`src/rtl/mips_pkg.sv`:
```
// Shared encodings for the multicycle MIPS controller.
//   state_e     : FSM state codes exported on the state port
//   OP_*        : instruction opcodes (Instruction[31:26])
//   ALU_*       : alu_op classes
//   PC_*        : pc_source selects
//   SRCB_*      : alu_src_b selects
//   ctrl_t      : bundle of datapath strobes/selects driven by the FSM
package mips_pkg;

   localparam int unsigned STATE_W  = 4;
   localparam int unsigned OPCODE_W = 6;
   localparam int unsigned SEL_W    = 2;
   localparam int unsigned COUNT_W  = 32;

   typedef enum logic [STATE_W-1:0] {
      S_FETCH  = 4'd0,
      S_DECODE = 4'd1,
      S_MEMADR = 4'd2,
      S_MEMRD  = 4'd3,
      S_MEMWB  = 4'd4,
      S_MEMWR  = 4'd5,
      S_EXEC   = 4'd6,
      S_ALUWB  = 4'd7,
      S_BRANCH = 4'd8,
      S_JUMP   = 4'd9,
      S_ADDIEX = 4'd10,
      S_ADDIWB = 4'd11,
      S_FAULT  = 4'd15
   } state_e;

   localparam logic [OPCODE_W-1:0] OP_RTYPE = 6'b000000;
   localparam logic [OPCODE_W-1:0] OP_J     = 6'b000010;
   localparam logic [OPCODE_W-1:0] OP_BEQ   = 6'b000100;
   localparam logic [OPCODE_W-1:0] OP_ADDI  = 6'b001000;
   localparam logic [OPCODE_W-1:0] OP_LW    = 6'b100011;
   localparam logic [OPCODE_W-1:0] OP_SW    = 6'b101011;

   localparam logic [SEL_W-1:0] ALU_ADD   = 2'b00;
   localparam logic [SEL_W-1:0] ALU_SUB   = 2'b01;
   localparam logic [SEL_W-1:0] ALU_FUNCT = 2'b10;

   localparam logic [SEL_W-1:0] PC_ALU    = 2'b00;
   localparam logic [SEL_W-1:0] PC_ALUOUT = 2'b01;
   localparam logic [SEL_W-1:0] PC_JUMP   = 2'b10;

   localparam logic [SEL_W-1:0] SRCB_RT      = 2'b00;
   localparam logic [SEL_W-1:0] SRCB_FOUR    = 2'b01;
   localparam logic [SEL_W-1:0] SRCB_IMM     = 2'b10;
   localparam logic [SEL_W-1:0] SRCB_IMM_SH2 = 2'b11;

   typedef struct packed {
      logic             pc_write;
      logic             pc_write_cond;
      logic             i_or_d;
      logic             mem_read;
      logic             mem_write;
      logic             ir_write;
      logic             mem_to_reg;
      logic             reg_dst;
      logic             reg_write;
      logic             alu_src_a;
      logic [SEL_W-1:0] alu_src_b;
      logic [SEL_W-1:0] alu_op;
      logic [SEL_W-1:0] pc_source;
   } ctrl_t;

   // States in which the FSM stalls on the unified memory.
   function automatic logic is_mem_wait_state(input state_e s);
      return (s == S_FETCH) || (s == S_MEMRD) || (s == S_MEMWR);
   endfunction

endpackage : mips_pkg

```
`src/rtl/mem_watchdog.sv`:
```
// Memory wait watchdog: counts cycles spent stalled on memory and flags
// when the count reaches WAIT_MAX (WAIT_MAX = 0 disables the flag).
//   clk, rst   : clock, synchronous active-high reset
//   clear_i    : FSM is changing state this cycle
//   wait_i     : FSM is in a memory wait state with mem_ready low
//   timeout_o  : count has reached WAIT_MAX (combinational, from the register)
module mem_watchdog #(
   parameter int unsigned WAIT_MAX = 15
) (
   input  logic clk,
   input  logic rst,
   input  logic clear_i,
   input  logic wait_i,
   output logic timeout_o
);

   localparam int unsigned CNT_W = (WAIT_MAX < 1) ? 1 : $clog2(WAIT_MAX + 1);
   localparam logic [CNT_W-1:0] CNT_SAT = '1;
   localparam logic [CNT_W-1:0] LIMIT   = CNT_W'(WAIT_MAX);

   logic [CNT_W-1:0] cnt_q, cnt_d;

   // Clear on any state change; saturate so a disabled watchdog never wraps.
   always_comb begin
      cnt_d = cnt_q;
      if (clear_i) begin
         cnt_d = '0;
      end else if (wait_i && (cnt_q != CNT_SAT)) begin
         cnt_d = cnt_q + CNT_W'(1);
      end
   end

   always_ff @(posedge clk) begin
      if (rst) begin
         cnt_q <= '0;
      end else begin
         cnt_q <= cnt_d;
      end
   end

   assign timeout_o = (WAIT_MAX > 0) && (cnt_q == LIMIT);

endmodule : mem_watchdog

```
`src/rtl/multicycle_ctrl.sv`:
```
// Multicycle MIPS control unit: FETCH/DECODE/execute FSM driving datapath
// strobes, with a memory-wait watchdog, retire pulse and retire counter.
//   clk, rst            : clock, synchronous active-high reset
//   opcode              : Instruction[31:26]
//   mem_ready           : unified memory completed current access
//   pc_write ... pc_source : datapath strobes/selects
//   state               : current FSM state code
//   fault               : sticky error flag (FAULT state)
//   instr_done          : one-cycle pulse in the last cycle of an instruction
//   instr_count         : retired-instruction counter (wraps)
module multicycle_ctrl
   import mips_pkg::*;
#(
   parameter int unsigned WAIT_MAX = 15
) (
   input  logic                clk,
   input  logic                rst,
   input  logic [OPCODE_W-1:0] opcode,
   input  logic                mem_ready,
   output logic                pc_write,
   output logic                pc_write_cond,
   output logic                i_or_d,
   output logic                mem_read,
   output logic                mem_write,
   output logic                ir_write,
   output logic                mem_to_reg,
   output logic                reg_dst,
   output logic                reg_write,
   output logic                alu_src_a,
   output logic [SEL_W-1:0]    alu_src_b,
   output logic [SEL_W-1:0]    alu_op,
   output logic [SEL_W-1:0]    pc_source,
   output logic [STATE_W-1:0]  state,
   output logic                fault,
   output logic                instr_done,
   output logic [COUNT_W-1:0]  instr_count
);

   state_e             state_q, state_d;
   logic [COUNT_W-1:0] instr_count_q;
   logic               timeout;
   logic               wd_clear;
   logic               wd_wait;
   logic               done_c;
   ctrl_t              ctrl_c;
   ctrl_t              ctrl_gated_c;

   mem_watchdog #(
      .WAIT_MAX (WAIT_MAX)
   ) u_watchdog (
      .clk       (clk),
      .rst       (rst),
      .clear_i   (wd_clear),
      .wait_i    (wd_wait),
      .timeout_o (timeout)
   );

   assign wd_clear = (state_d != state_q);
   assign wd_wait  = is_mem_wait_state(state_q) && !mem_ready;

   // Next-state logic; in wait states mem_ready takes priority over timeout.
   always_comb begin
      state_d = state_q;
      case (state_q)
         S_FETCH: begin
            if (mem_ready)    state_d = S_DECODE;
            else if (timeout) state_d = S_FAULT;
         end
         S_DECODE: begin
            case (opcode)
               OP_LW, OP_SW: state_d = S_MEMADR;
               OP_RTYPE:     state_d = S_EXEC;
               OP_BEQ:       state_d = S_BRANCH;
               OP_J:         state_d = S_JUMP;
               OP_ADDI:      state_d = S_ADDIEX;
               default:      state_d = S_FAULT;
            endcase
         end
         S_MEMADR: begin
            if (opcode == OP_LW)      state_d = S_MEMRD;
            else if (opcode == OP_SW) state_d = S_MEMWR;
            else                      state_d = S_FAULT;
         end
         S_MEMRD: begin
            if (mem_ready)    state_d = S_MEMWB;
            else if (timeout) state_d = S_FAULT;
         end
         S_MEMWB:  state_d = S_FETCH;
         S_MEMWR: begin
            if (mem_ready)    state_d = S_FETCH;
            else if (timeout) state_d = S_FAULT;
         end
         S_EXEC:   state_d = S_ALUWB;
         S_ALUWB:  state_d = S_FETCH;
         S_BRANCH: state_d = S_FETCH;
         S_JUMP:   state_d = S_FETCH;
         S_ADDIEX: state_d = S_ADDIWB;
         S_ADDIWB: state_d = S_FETCH;
         S_FAULT:  state_d = S_FAULT;
         default:  state_d = S_FAULT;
      endcase
   end

   // Per-state datapath controls; everything not named stays 0.
   always_comb begin
      ctrl_c           = '0;
      ctrl_c.alu_src_b = SRCB_RT;
      ctrl_c.alu_op    = ALU_ADD;
      ctrl_c.pc_source = PC_ALU;
      case (state_q)
         S_FETCH: begin
            ctrl_c.mem_read  = 1'b1;
            ctrl_c.alu_src_b = SRCB_FOUR;
            ctrl_c.ir_write  = mem_ready;
            ctrl_c.pc_write  = mem_ready;
         end
         S_DECODE: ctrl_c.alu_src_b = SRCB_IMM_SH2;
         S_MEMADR: begin
            ctrl_c.alu_src_a = 1'b1;
            ctrl_c.alu_src_b = SRCB_IMM;
         end
         S_MEMRD: begin
            ctrl_c.mem_read = 1'b1;
            ctrl_c.i_or_d   = 1'b1;
         end
         S_MEMWB: begin
            ctrl_c.mem_to_reg = 1'b1;
            ctrl_c.reg_write  = 1'b1;
         end
         S_MEMWR: begin
            ctrl_c.mem_write = 1'b1;
            ctrl_c.i_or_d    = 1'b1;
         end
         S_EXEC: begin
            ctrl_c.alu_src_a = 1'b1;
            ctrl_c.alu_op    = ALU_FUNCT;
         end
         S_ALUWB: begin
            ctrl_c.reg_dst   = 1'b1;
            ctrl_c.reg_write = 1'b1;
         end
         S_BRANCH: begin
            ctrl_c.alu_src_a     = 1'b1;
            ctrl_c.alu_op        = ALU_SUB;
            ctrl_c.pc_write_cond = 1'b1;
            ctrl_c.pc_source     = PC_ALUOUT;
         end
         S_JUMP: begin
            ctrl_c.pc_write  = 1'b1;
            ctrl_c.pc_source = PC_JUMP;
         end
         S_ADDIEX: begin
            ctrl_c.alu_src_a = 1'b1;
            ctrl_c.alu_src_b = SRCB_IMM;
         end
         S_ADDIWB: ctrl_c.reg_write = 1'b1;
         default: ;
      endcase
   end

   // Architectural side effects are suppressed while reset is held.
   always_comb begin
      ctrl_gated_c = ctrl_c;
      if (rst) begin
         ctrl_gated_c.pc_write      = 1'b0;
         ctrl_gated_c.pc_write_cond = 1'b0;
         ctrl_gated_c.ir_write      = 1'b0;
         ctrl_gated_c.mem_read      = 1'b0;
         ctrl_gated_c.mem_write     = 1'b0;
         ctrl_gated_c.reg_write     = 1'b0;
      end
   end

   // Retire: last cycle of an instruction is the one heading back to FETCH.
   assign done_c = !rst && (state_d == S_FETCH) && (state_q != S_FETCH);

   always_ff @(posedge clk) begin
      if (rst) begin
         state_q       <= S_FETCH;
         instr_count_q <= '0;
      end else begin
         state_q <= state_d;
         if (done_c) begin
            instr_count_q <= instr_count_q + COUNT_W'(1);
         end
      end
   end

   assign pc_write      = ctrl_gated_c.pc_write;
   assign pc_write_cond = ctrl_gated_c.pc_write_cond;
   assign i_or_d        = ctrl_gated_c.i_or_d;
   assign mem_read      = ctrl_gated_c.mem_read;
   assign mem_write     = ctrl_gated_c.mem_write;
   assign ir_write      = ctrl_gated_c.ir_write;
   assign mem_to_reg    = ctrl_gated_c.mem_to_reg;
   assign reg_dst       = ctrl_gated_c.reg_dst;
   assign reg_write     = ctrl_gated_c.reg_write;
   assign alu_src_a     = ctrl_gated_c.alu_src_a;
   assign alu_src_b     = ctrl_gated_c.alu_src_b;
   assign alu_op        = ctrl_gated_c.alu_op;
   assign pc_source     = ctrl_gated_c.pc_source;
   assign state         = state_q;
   assign fault         = (state_q == S_FAULT);
   assign instr_done    = done_c;
   assign instr_count   = instr_count_q;

endmodule : multicycle_ctrl

```
`config.mk`:
```
export PLATFORM = sky130hd
export DESIGN_NAME = multicycle_ctrl
export DESIGN_NICKNAME = d
export VERILOG_FILES = /design/src/rtl/mips_pkg.sv /design/src/rtl/mem_watchdog.sv /design/src/rtl/multicycle_ctrl.sv
export SDC_FILE = /design/constraint.sdc
export NUM_CORES = 1
export LEC_CHECK = 0
export BUFFER_PORTS_ARGS = -buffer_cell sky130_fd_sc_hd__buf_2
export CAP_MARGIN = 20
export CORE_MARGIN = 2
export CORE_UTILIZATION = 48
export CTS_CLUSTER_DIAMETER = 80
export DETAILED_ROUTE_END_ITERATION = 10
export GPL_ROUTABILITY_DRIVEN = 0
export PLACE_DENSITY = 0.76
export SLEW_MARGIN = 30
export SYNTH_ARGS = -nofsm -noshare
export SYNTH_HDL_FRONTEND = slang
export SYNTH_SLANG_ARGS = --single-unit
```
`constraint.sdc`:
```
create_clock -name clk -period 2.74 [get_ports clk]
set_input_delay 0.274 -clock clk [delete_from_list [all_inputs] [get_ports clk]]
set_output_delay 0.274 -clock clk [all_outputs]
set_load 0.01 [all_outputs]
```
Yosys cells after proc, flatten, opt, wreduce, memory -nomap -nowiden
Cells that the tools add are included.

Register bits: 40. Latch bits: 0. Memory bits (writable): 0. ROM bits: 0. Input port bits: 9. Logic and storage cells: 69. Memories kept: 0.

Add/sub/neg operators: 2. $mul: 0. Divide/modulo/power cells: 0. $lt $le $gt $ge: 0. Equal/unequal tests: 20. Shift-type cells: 0. Multiplexer cells: 24. Bitwise gates (word level): 0. Reductions and logical operators: 20.

Operators by type and width (number): 32-bit by 1-bit adder with 32-bit output, second input constant (1); 4-bit case mux with 8 select lines (1); 4-bit == test, second input constant (6); 4-bit two-way mux (6); 4-bit case mux with 5 select lines (1); 4-bit by 3-bit == test with 1-bit output, second input constant (4); 6-bit == test, second input constant (2); 1-bit two-way mux (10); 2-bit OR reduction (5); 4-bit by 2-bit == test with 1-bit output, second input constant (2); 4-bit logical NOT (2); 2-bit case mux with 2 select lines (2); 6-bit by 2-bit == test with 1-bit output, second input constant (1); 6-bit by 3-bit == test with 1-bit output, second input constant (1); 6-bit by 4-bit == test with 1-bit output, second input constant (1); 6-bit logical NOT (1); 2-bit case mux with 3 select lines (1); 5-bit OR reduction (1); 4-bit by 1-bit adder with 4-bit output, second input constant (1); 4-bit by 1-bit == test with 1-bit output, second input constant (1); 1-bit logical AND (4); 4-bit != test (1); 4-bit != test, second input constant (1); 4-bit nonzero test (1); other kinds (7) (9).

Longest topological paths before layout
Gate-level depths: netlist of the first run.

Depth in word-level cells: 7. Depth in mapped cells: 11.

Hierarchy
A second synthesis of the first run with hierarchy kept.

Cell total of the unflattened synthesis: 335. Area total of the unflattened synthesis: 2633.8 µm².

Modules (own cells, without submodules): multicycle_ctrl (times used 1, cells each 313, area each 2422.3 µm², seq. area each 720.7 µm²); mem_watchdog (times used 1, cells each 22, area each 211.5 µm², seq. area each 80.1 µm²).

Least setup slack after synthesis of the first run
Ideal clock, no wire load.

Kind: reg-to-reg. From: reg state_q[2] (netlist: state[2]). To: reg instr_count_q[31] (netlist: instr_count[31]). Setup time: 131 ps. Arrival time: 2534 ps. Data required time: 2609 ps. Setup slack: 75 ps. Stages on the path, launching flop included: 9. Period minus slack after synthesis: 2665 ps. Cells stage by stage: dfxtp_1 > buf_6 > or4b_4 > o21ai_2 > o2111ai_2 > or4_1 > or3_1 > o311ai_1 > o41ai_1.

Word-level cells in the longest chain between the ends: 6. Elaborated cells on any way between the ends: 22.

RTL lines: start, declared (line multicycle_ctrl.sv:39) `state_e state_q, state_d;`; start signal, assigned (line multicycle_ctrl.sv:182) `state_q <= state_d;`; 4-bit == test (tied with other cells) (line multicycle_ctrl.sv:64) `case (state_q)`; 5-bit OR reduction (no source line) (tied with other cells); 4-bit case mux with 8 select lines (line multicycle_ctrl.sv:64); 4-bit logical NOT (line multicycle_ctrl.sv:175) `assign done_c = !rst && (state_d == S_FETCH) && (state_q != S_FETCH);`; 1-bit logical AND (line multicycle_ctrl.sv:175); 1-bit logical AND * (line multicycle_ctrl.sv:175); end signal, assigned (line multicycle_ctrl.sv:184) `instr_count_q <= instr_count_q + COUNT_W'(1);`; end, declared (line multicycle_ctrl.sv:40) `logic [COUNT_W-1:0] instr_count_q;`.

Every way passes the cells marked *; elsewhere a longest branch is shown, timed or not. A chain may end at the register's enable or synchronous reset.

Worst setup path in the final report of the first run
From: reg u_watchdog.cnt_q[0]. To: reg instr_count_q[31] (netlist: instr_count[31]).

Word-level cells in the longest chain between the ends: 7. Elaborated cells on any way between the ends: 9.

RTL lines: start, declared (line mem_watchdog.sv:21) `logic [CNT_W-1:0] cnt_q, cnt_d;`; start signal, assigned (line mem_watchdog.sv:37) `cnt_q <= cnt_d;`; 4-bit == test * (line mem_watchdog.sv:41) `assign timeout_o = (WAIT_MAX > 0) && (cnt_q == LIMIT);`; 4-bit two-way mux * (line multicycle_ctrl.sv:67, multicycle_ctrl.sv:86, multicycle_ctrl.sv:91); 4-bit two-way mux, on equally long branches (line multicycle_ctrl.sv:90, multicycle_ctrl.sv:66, multicycle_ctrl.sv:85); 4-bit case mux with 8 select lines * (line multicycle_ctrl.sv:64); 4-bit logical NOT * (line multicycle_ctrl.sv:175); 1-bit logical AND * (2 in a row) (line multicycle_ctrl.sv:175).

Marks and branches as above.

==> flow_summary.ini, run 1 <==
[sta]
period_needed_ps = 2670
setup_slack_ps = 72.8
setup_violations = 0
skew_ps = 6.31
clock.fmax_mhz = 375
worst_pin_slew_ps = 672
slew_viol_final = 0
fin_crit_sh_pct = 97.3
finalHoldViolCount = 0
max_slew_margin_pct = 55.2

[synth]
synthCells = 333
yosysSeqAreaShare_pct = 31.4
yosysWarnings = 0
syn_area_sq_mm = 0.00255
synth_fp_nets = 344
synth_area_per_cell_sq_um = 7.67
ys_ff_latch = 40
synth_edf_count = 0
ys_types = 54
ys_async_sr_fraction_pct = 0
synth-main-ff-cell = dfxtp_1

[detailed_routing]
routed_via_density = 5.80
ant_nets = 0
vias = 2731
wl_um = 6700
wl_per_cell_um = 14.2
drtIter0Drc = 183
dr.pass1.iters = 4
drc = 0

[clock_network]
cts.path.max_buffers = 2
postCtsHoldBufs = 0
clk_pin_slew_ps = 80
clkSinkCount = 40
cts-root-buf = clkbuf_8
cts_max_level = 2
cts-buffers-inserted = 5
cts_tree = yes
insertion_delay_ps = 300

[placement]
placed_cells = 462
pre_cts_ws_ps = 33.1
numPortBuffers = 62
hpwlAfterDp_um = 4690

[global_route]
grtUsageTotal_pct = 22.7
use_met2_pct = 36.8
globalRouteMet1Util_pct = 31.0
met3_usage_pct = 4.00
grt_pass1_wl_um = 11200
overflow = 0
grt_max_degree = 35
antenna_found_initial = 0
grt.busiest_layer = met2
grt_pass1_vias = 2420

[hold_path]
whs_endpoint = instr_count[30]
worstHoldStart = instr_count[30]
hold_depth = 2
holdCritPathClass = reg -> reg

[critical_path]
cp-end-kind = flop
reg2reg_to = instr_count[31]
r2r_start = u_watchdog.cnt_q[0]
rr_worst_depth = 8
crit_type = reg -> reg
cp.arrival_ps = 2840
crit_fanout = 4
cp_data_required_time_ps = 2910
startpoint_type = flop
r2r_setup_slack_ps = 70

[power]
leakage_nw = 1.29
power.density_mw_per_mm2 = 756
peakVddDrop_mv = 0.577

[flow_run]
max_cap_viol_count = 0

[cells_and_area]
layout.nets = 411
n_fill_cell = 463
syn_to_final_growth_pct = 25.8
antenna_cells = 0
drive_above_1_share_pct = 29.2
register_area_sq_um = 808
multiInputGateArea_sq_mm = 0.00166
final_cells = 471

[die]
ios = 63
coreArea_sq_mm = 0.00511
rows = 26
dieHeight_um = 76.9
start_util_pct = 50.0
die_w_um = 76.9
dieArea_sq_mm = 0.00592

[run_status]
status = complete, no violations
[worst max-delay path by stage]
| stage | from | end | depth (start not counted) |
|---|---|---|---|
| floorplan | state[2] | instr_count[31] | 8 |
| global placement | opcode[5] | instr_count[31] | 8 |
| detailed placement | u_watchdog.cnt_q[0] | instr_count[31] | 8 |
| CTS | state[2] | instr_done | 8 |
| global route | u_watchdog.cnt_q[0] | instr_count[31] | 8 |
| finish | u_watchdog.cnt_q[0] | instr_count[31] | 8 |
[synth_stat cells, types with 7 or more instances]
| library cell | n | share of area (%) |
|---|---|---|
| a21oi_1 | 26 | 5.1 |
| and3_1 | 13 | 3.2 |
| clkbuf_1 | 14 | 2.1 |
| dfxtp_1 | 40 | 31 |
| inv_1 | 12 | 1.8 |
| nand2_1 | 24 | 3.5 |
| nand2b_1 | 9 | 2.2 |
| nand3_1 | 16 | 3.1 |
| nand4_1 | 7 | 1.7 |
| nor2_1 | 21 | 3.1 |
| nor3_1 | 12 | 2.4 |
| nor4_1 | 10 | 2.4 |
| o21ai_0 | 17 | 3.3 |
| o31ai_1 | 8 | 2.4 |
| or3_1 | 12 | 2.9 |
| or4_1 | 11 | 3.2 |
[final cells by class]
class | count | share of cell area, %
Multi-Input combinational cell | 259 | 51.7
Tap cell | 70 | 2.73
Clock buffer | 7 | 3.00
Timing Repair Buffer | 82 | 15.1
Clock inverter | 1 | 0.935
Inverter | 12 | 1.40
Sequential cell | 40 | 25.2
[kinds of logic after synthesis]
logic type               count (synthesis)  share of synthesized area (%)
AND/OR/NAND/NOR                        165                           37.4
multiplexers                             5                           2.01
XOR/XNOR                                 7                           2.40
flip-flops                              40                           31.4
adder cells (fa/ha/maj)                  2                          0.980
buffers and inverters                   34                           5.68
AO/OA/AOI/OAI                           80                           20.1
[registers in the layout, indices dropped and copies added (netlist names)]
signal and cells:
u_watchdog.cnt_q 4, state 4, instr_count 32
[routing by layer]
metal | vias up | wire length [um]
met5 | - | 0
met4 | 0 | 63
met3 | 8 | 359
met2 | 72 | 3160
met1 | 1271 | 3110
li1 | 1380 | -
[where the power goes]
part           switching [W]  total [W]  internal (W)
combinational       0.000667    0.00119      0.000520
sequential         0.0000824   0.000707      0.000624
clock               0.000214   0.000535      0.000322
total               0.000963    0.00243       0.00147
[cell usage in the layout (no fill, tap or decap), types with 8 or more instances in the layout]
master    count
nand3_1      16
or4_1         9
o21ai_0      16
nand2_1      24
nor2_1       21
or3_1        12
and3_1       13
nor3_1       12
buf_4        18
inv_1        12
dfxtp_1      36
nand2b_1      9
o31ai_1       8
a21oi_1      26
nor4_1       10
buf_2        62
[through the flow]
| stage | TNS, ps | area, sq um | total power, W | hold WS [ps] | utilization (%) |
|---|---|---|---|---|---|
| finish | 0 | 3210 | 0.00243 | 493 | 62.9 |
| global route | -51.4 | 3210 | 0.00257 | 526 | 62.9 |
| CTS | 0 | 3150 | 0.00233 | 494 | 61.7 |
| detailed placement | 0 | 3020 | 0.00178 | 481 | 59.1 |
| global placement | 0 | 3020 | 0.00176 | 464 | 59.1 |
| floorplan | 0 | 2550 | 0.00141 | 449 | - |
[worst max-delay path: stages (launching register included)]
cell and delay, ps:
dfxtp_1 340, ha_1 240, a31o_2 260, a22oi_2 180, o211ai_1 200, or4_4 560
or3_1 370, o311ai_2 280, o41ai_1 110
[repair_timing]
action	in CTS	in global routing
pin swaps	0	3
resized for setup	2	15
endpoints found under the setup margin	1	13
setup buffers	0	1
No activity file was read; power rests on OpenSTA's default activity.
==> run 2: changes to the inputs <==
- CAP_MARGIN: 20 -> 0
- PLACE_DENSITY: 0.76 -> default
- PLACE_DENSITY_LB_ADDON: default -> 0.12
==> run 2 against run 1 <==
Via count increased by 2.3%. Sequential cell count unchanged. Total power increased by 1.1%. Final area increased by 4.1%. Worst hold slack got worse by 5.7 ps.
==> flow_summary.ini, run 2 (synthesized netlist as in run 1, its figures left out) <==
[run_status]
status = complete, no violations

[sta]
holdWs_ps = 487
clock.fmax_mhz = 375
setup_violations = 0
fin_crit_sh_pct = 97.4
period_needed_ps = 2670
slew_viol_final = 0
finalHoldViolCount = 0
worst_pin_slew_ps = 520
skew_ps = 14.7
finalSetupTns_ps = 0
max_slew_margin_pct = 64.9

[detailed_routing]
drc = 0
vias = 2795
dr.pass1.iters = 4
wl_um = 7050
ant_nets = 0
drtIter0Drc = 190
wl_per_cell_um = 14.8
routed_via_density = 5.86

[clock_network]
cts-root-buf = clkbuf_8
cts_tree = yes
cts_max_level = 2
cts.path.max_buffers = 2
cts-buffers-inserted = 5
insertion_delay_ps = 310
postCtsHoldBufs = 0
clkSinkCount = 40
clk_pin_slew_ps = 80

[cells_and_area]
largest_reg_flops = 32
syn_to_final_growth_pct = 30.9
final_common_cell = buf_2
final_cell_mix = buf_2 (62), dfxtp_1 (35), a21oi_1 (26)
multiInputGateArea_sq_mm = 0.00170
n_fill_cell = 478
layout.nets = 417
final_cells = 477
register_area_sq_um = 810
drive_above_1_share_pct = 30.7
antenna_cells = 0

[power]
clkPwrFrac_pct = 20.7
power_w = 0.00246
power.internal_w = 0.00145
leakage_nw = 1.33
switching_power_w = 0.00101
peakVddDrop_mv = 0.499
pwr-share-seq_pct = 28.0
power.density_mw_per_mm2 = 734
swShare_pct = 41.1
comb_power_share_pct = 51.3

[critical_path]
crit_type = reg -> reg
r2r_setup_slack_ps = 70
reg2reg_to = instr_count[31]
startpoint_type = flop
crit_fanout = 3
cp.arrival_ps = 2850
rr_worst_depth = 7
r2r_start = state[2]
cp_data_required_time_ps = 2920
cp-end-kind = flop

[die]
die_w_um = 76.9
start_util_pct = 50.0
ios = 63
dieHeight_um = 76.9
coreArea_sq_mm = 0.00511
rows = 26
dieArea_sq_mm = 0.00592

[hold_path]
holdCritPathClass = reg -> reg
hold_depth = 2
whs_endpoint = instr_count[30]
worstHoldStart = instr_count[30]

[global_route]
grt_pass1_vias = 2315
grtUsageTotal_pct = 22.7
grt_max_degree = 34
overflow = 0
antenna_found_initial = 0
grt_pass1_wl_um = 11000

[flow_run]
max_cap_viol_count = 0

[placement]
placed_cells = 462
hpwlAfterDp_um = 4850
numPortBuffers = 62
==> run 2: area by class of cell <==
| type | instances | share of cell area, % |
|---|---|---|
| Clock buffer | 5 | 2.06 |
| Clock inverter | 3 | 1.38 |
| Inverter | 12 | 1.35 |
| Multi-Input combinational cell | 259 | 51.0 |
| Sequential cell | 40 | 24.2 |
| Tap cell | 70 | 2.62 |
| Timing Repair Buffer | 88 | 17.4 |
==> run 2: stage by stage <==
stage	util [%]	cell area (sq um)	setup slack (ps)
floorplan	-	2550	75.2
global placement	59.4	3030	66.0
detailed placement	59.4	3030	18.4
CTS	61.9	3160	4.39
global route	65.5	3340	-20.8
finish	65.5	3340	70.0
==> run 2: critical path, stage by stage (launching register included) <==
cell and delay [ps]:
dfxtp_1 350, or4b_4 540, o21ai_2 170, o2111ai_4 170, or4_4 600, or3_4 350
o311ai_2 270, o41ai_1 110
==> run 2: power groups by stage <==
| stage | Clock [W] | Sequential, W | Combinational, W |
|---|---|---|---|
| after floorplan | 0 | 0.000671 | 0.000734 |
| after global placement | 0 | 0.000684 | 0.00108 |
| after detailed placement | 0 | 0.000686 | 0.00109 |
| after CTS | 0.000515 | 0.000673 | 0.00111 |
| after global routing | 0.000538 | 0.000694 | 0.00138 |
| final | 0.000508 | 0.000687 | 0.00126 |
==> run 2: routing by layer <==
metal / vias up / GRT usage (%) / share of wire, %
li1: 1395 / - / -
met1: 1333 / 31.6 / 48
met2: 61 / 35.6 / 46
met3: 6 / 4.59 / 4.6
met4: 0 / 6.18 / 0.78
met5: - / 0 / 0
==> run 2: worst max path at each step <==
| stage | endpoint | depth (start not counted) | start | slack, ps |
|---|---|---|---|---|
| after floorplan | instr_count[31] | 8 | state[2] | 80 |
| after global placement | u_watchdog.cnt_q[2] | 8 | state[2] | 70 |
| after detailed placement | instr_count[31] | 8 | u_watchdog.cnt_q[0] | 20 |
| after CTS | instr_done | 7 | u_watchdog.cnt_q[0] | 4 |
| after global routing | instr_done | 7 | state[0] | -20 |
| final | instr_count[31] | 7 | state[2] | 70 |
==> run 2: timing repair <==
item	4_1_cts	5_1_grt
setup endpoints to repair	2	25
pin swaps	1	5
cloned	0	2
resized for setup	1	22
setup buffers	1	4
